$ cat config.mk
export PLATFORM = sky130hd
export DESIGN_NAME = multiplicand
export DESIGN_NICKNAME = d
export VERILOG_FILES = /design/src/rtl/multiplicand_pkg.sv /design/src/rtl/multiplicand.sv
export SDC_FILE = /design/constraint.sdc
export NUM_CORES = 1
export LEC_CHECK = 0
export ABC_AREA = 1
export BUFFER_PORTS_ARGS = -buffer_cell sky130_fd_sc_hd__buf_2
export CORE_MARGIN = 4
export CORE_UTILIZATION = 47
export CTS_BUF_LIST = sky130_fd_sc_hd__clkbuf_16
export CTS_CLUSTER_DIAMETER = 150
export DETAILED_ROUTE_END_ITERATION = 10
export HOLD_SLACK_MARGIN = 0.1
export PLACE_DENSITY = 0.88
export SYNTH_ARGS = -nofsm -noshare
export SYNTH_HDL_FRONTEND = slang
export SYNTH_SLANG_ARGS = --single-unit
export TNS_END_PERCENT = 5
$ cat constraint.sdc
create_clock -name clk -period 0.9 [get_ports clk]
set_input_delay 0.225 -clock clk [delete_from_list [all_inputs] [get_ports clk]]
set_output_delay 0.225 -clock clk [all_outputs]
set_load 0.005 [all_outputs]
$ cat src/rtl/multiplicand_pkg.sv
// Shared constants and types for the sequential shift-add multiplier blocks.
package multiplicand_pkg;

    localparam int unsigned MUL_WIDTH = 32;

    typedef logic [MUL_WIDTH-1:0] mul_operand_t;

endpackage : multiplicand_pkg

$ cat src/rtl/multiplicand.sv
// Multiplicand holding register: captures the operand on the write strobe and
// presents it unchanged to the adder for the rest of the multiply.
module multiplicand
    import multiplicand_pkg::*;
#(
    parameter int unsigned WIDTH = MUL_WIDTH
) (
    input  logic             clk,
    input  logic             reset,
    input  logic [WIDTH-1:0] Multiplicand_in,
    input  logic             wrctrl,
    output logic [WIDTH-1:0] Multiplicand_out
);

    logic [WIDTH-1:0] mcand_q;
    logic [WIDTH-1:0] mcand_d;

    always_comb begin
        mcand_d = mcand_q;
        if (wrctrl) begin
            mcand_d = Multiplicand_in;
        end
    end

    // Active-low clear overrides any write strobe arriving while it is held.
    always_ff @(posedge clk or negedge reset) begin
        if (!reset) begin
            mcand_q <= '0;
        end else begin
            mcand_q <= mcand_d;
        end
    end

    assign Multiplicand_out = mcand_q;

endmodule : multiplicand

Word-level counts from Yosys, hierarchy flattened

Index checks and enable logic that the tools add are counted.

Flip-flop bits (word level): 32
Input port bits: 35
Output and inout bits: 32
Logic and storage cells: 1

Longest topological paths before layout

Depth after elaboration: 0
Gate-level depth with buffers: 5
Gate-level depth less buffers: 3

Worst setup path before layout

OpenSTA, ideal clock, no wires.

Path kind: input to register
Start point: input wrctrl
End point: register mcand_q[0] (netlist: Multiplicand_out[0])
Setup time: 116 ps
Data arrival time: 590 ps
Required time: 784 ps
Path slack: 194 ps
Cell stages on the path: 5
Buffers on the path: 2
Cell sequence: buf_6 inv_8 buf_12 nand2_2 nand2_1

RTL lines:

| what                 | RTL line           | text |
|---|---|---|
| start, declared      | multiplicand.sv:11 | `input logic wrctrl,` |
| end signal, assigned | multiplicand.sv:30 | `mcand_q <= mcand_d;` |
| end, declared        | multiplicand.sv:15 | `logic [WIDTH-1:0] mcand_q;` |

Worst setup path in the final report

Start point: register mcand_q[9] (netlist: Multiplicand_out[9])
End point: output Multiplicand_out[9]

RTL lines:

| what          | RTL line           | text |
|---|---|---|
| end, declared | multiplicand.sv:12 | `output logic [WIDTH-1:0] Multiplicand_out` |

No word-level cell between the ends.

==> results.md <==
- Die area: approximately 3700 um2
- Resize count post-CTS: 0
- CP startpoint: Multiplicand_out[9]
- Total power draw: 0.00361 W
- Starting Density: approximately half
- Endpoints failing setup: 32
- CP max-delay cell: dfrtp_1
- Clock latency on the worst-skew pair: roughly 260 ps
- WL/cell: ~12 um
- CP required: 670 ps
- Placed Cells: between 200 and 250
- Rel. slew slack: 86.2%
- Slew Limit Fails: 0
- Max Cap Violations: 0
- Initial antenna violation count: 0
- Worst path top cell family by delay: flip-flops
- Antenna diodes: 0
- Finished Layout Cells: around 240
- Via count: between 1,000 and 1,500
- Netlist cell types: 7
- Nets@finish: 244
- Crit path largest cell delay: ~390 ps
- Min-Delay Startpoint: Multiplicand_in[20]
- CTS Buffer Depth: 2
- Port Buffers: 66
- Clk sinks: 32
- Minimum clock period: 1010 ps
- Worst Reg-to-Reg Cells: 3
- Largest net degree at the start of global routing: 33
- Critical R2R Launch: Multiplicand_out[2]
- Area Overhead vs Synth: 37.7%
- VDD IR max: between 1.5 and 2 mV
- DIE HEIGHT: approximately 60 um
- Num rows: 18
- Hold Violations, Final: 0
- Antenna Nets Post-Route: 0
- Worst hold path class: in2reg
- Largest register FFs: 32
- Critical R2R Capture: Multiplicand_out[2]
- Failing checks: setup timing
- CP Max Fanout: 2
- Crit path to: Multiplicand_out[9]
- Initial DRC count: 44
- Commonest non-fill, non-tap cell in the layout: nand2_1
- Worst Skew: 0 ps
- Mapped Cells: ~140
- CTS buffer count: 5
- All-Layer GR Usage: 16.7%
- WP buf/inv: 1
- Clock Root Buffer: clkbuf_16
- Leakage Power: around 1.1 nW
- Drt first pass iters: 4
- Startpoint Class: flip-flop
- Kind of critical path: reg2out
- Syn Std Cell Area: roughly 1300 um2
- Layout cells sized above 1: 42.6%
- CTS H-tree lvls: 2
- Clk pin slew, worst setup/hold paths: approximately 50 ps
- Die Width: 60.4 um
- GPL Wtd Cong: between 0.7 and 0.8
- Post-route setup slack: -108 ps
- CTS tree: yes
- Design Area, Final: 1780 um2
- Layout fillers: approximately 220
- Register area share after synthesis: around three fifths
- RSZ-0062 raised after global routing: yes
- Commonest cells after routing, fill and taps aside: 86 x nand2_1, 66 x buf_2, 32 x dfrtp_1
- Congestion Overflow GR: 0
- Final WL: 2880 um
- IO Pins: 67
- Crit share post-route: 112%
- Via-per-instance ratio: roughly 4.5
- Crit path depth: 1
- Yosys reg bits: 32
- R2r setup slk: roughly 170 ps
- Worst-Margin Slew: around 210 ps
- Yosys warns: 0
- Hpwl dp: ~2100 um
- Arrival time at the worst endpoint: approximately 800 ps
- Max frequency: between 900 and 1000 MHz
- CP Cell Sequence: buf_2
- Status: complete, but fails checks
- Final core occ: around 70%
- CORE AREA: 2540 um2
- CP endpoint kind: primary output
- Vias in the first global route: between 1,000 and 1,500
- Area after DPL: approximately 1600 um2
- First-pass GRT wire length: approximately 4400 um
- Synthesized Nets: 171
- Drt drc: 0
- PwrDens: 2030 nW/um2
- Mean Syn Cell Area: roughly 9.5 um2
[area by class of cell]
class	count	area, um2	area share, %
clock buffer	5	125	7.03
clock inverter	2	8.76	0.492
inverter	1	11.3	0.633
multi-input combinational	96	385	21.7
sequential	32	801	45.0
tap	30	37.5	2.11
timing repair buffer	73	410	23.1
[metrics by stage]
step | TNS [ps] | setup WS [ps] | hold WS (ps)
detailed placement | 0 | 90.6 | 193
floorplan | 0 | 194 | -70.6
finish | -2960 | -108 | 158
global placement | 0 | 114 | 194
CTS | -3300 | -121 | 151
global route | -3860 | -137 | 159
[report_power, final]
| group | internal, W | leakage, nW | switching (W) |
|---|---|---|---|
| sequential | 0.00157 | 0.390 | 0.0000702 |
| clock | 0.000987 | 0.0709 | 0.000508 |
| combinational | 0.000236 | 0.601 | 0.000237 |
| total | 0.00279 | 1.06 | 0.000815 |
[synthesized netlist by cell type, drive strengths merged]
library cell,instances,area (um2)
nand2,96,385
clkbuf,3,41.3
dfrtp,32,801
inv,1,11.3
buf,4,53.8
[worst register-to-register path: cells and delay by family (launching register included)]
family | cells | cell delay (ps)
DFF | 1 | 380
buffers and inverters | 1 | 140
and+or+nand+nor | 2 | 100
[kinds of logic after synthesis]
family / Yosys count / share of synthesized area [%]
flops: 32 / 62.0
buf+inv: 8 / 8.23
simple gates: 96 / 29.8
[metal layers]
layer	vias up	routed length (um)	global-route usage [%]
met1	481	1200	20.8
met3	2	323	7.45
li1	548	-	-
met4	0	13	4.64
met2	49	1350	26.5
met5	-	0	0
[what timing repair did]
| action | CTS | global route |
|---|---|---|
| hold buffers | 1 | 0 |
| endpoints found under the hold margin | 32 | 0 |
| endpoints found under the setup margin | 32 | 32 |
| pin swaps | 0 | 0 |
| gates cloned | 0 | 0 |
| buffers inserted | 1 | 2 |
[worst min path at each step]
stage | endpoint | slack [ps] | depth (start not counted)
after floorplan | Multiplicand_out[0] | -70 | 0
after global placement | Multiplicand_out[16] | 190 | 2
after detailed placement | Multiplicand_out[11] | 190 | 2
after CTS | Multiplicand_out[25] | 150 | 3
after global routing | Multiplicand_out[8] | 160 | 3
final | Multiplicand_out[20] | 160 | 3
Note: power is estimated with default switching activity, not from simulation.
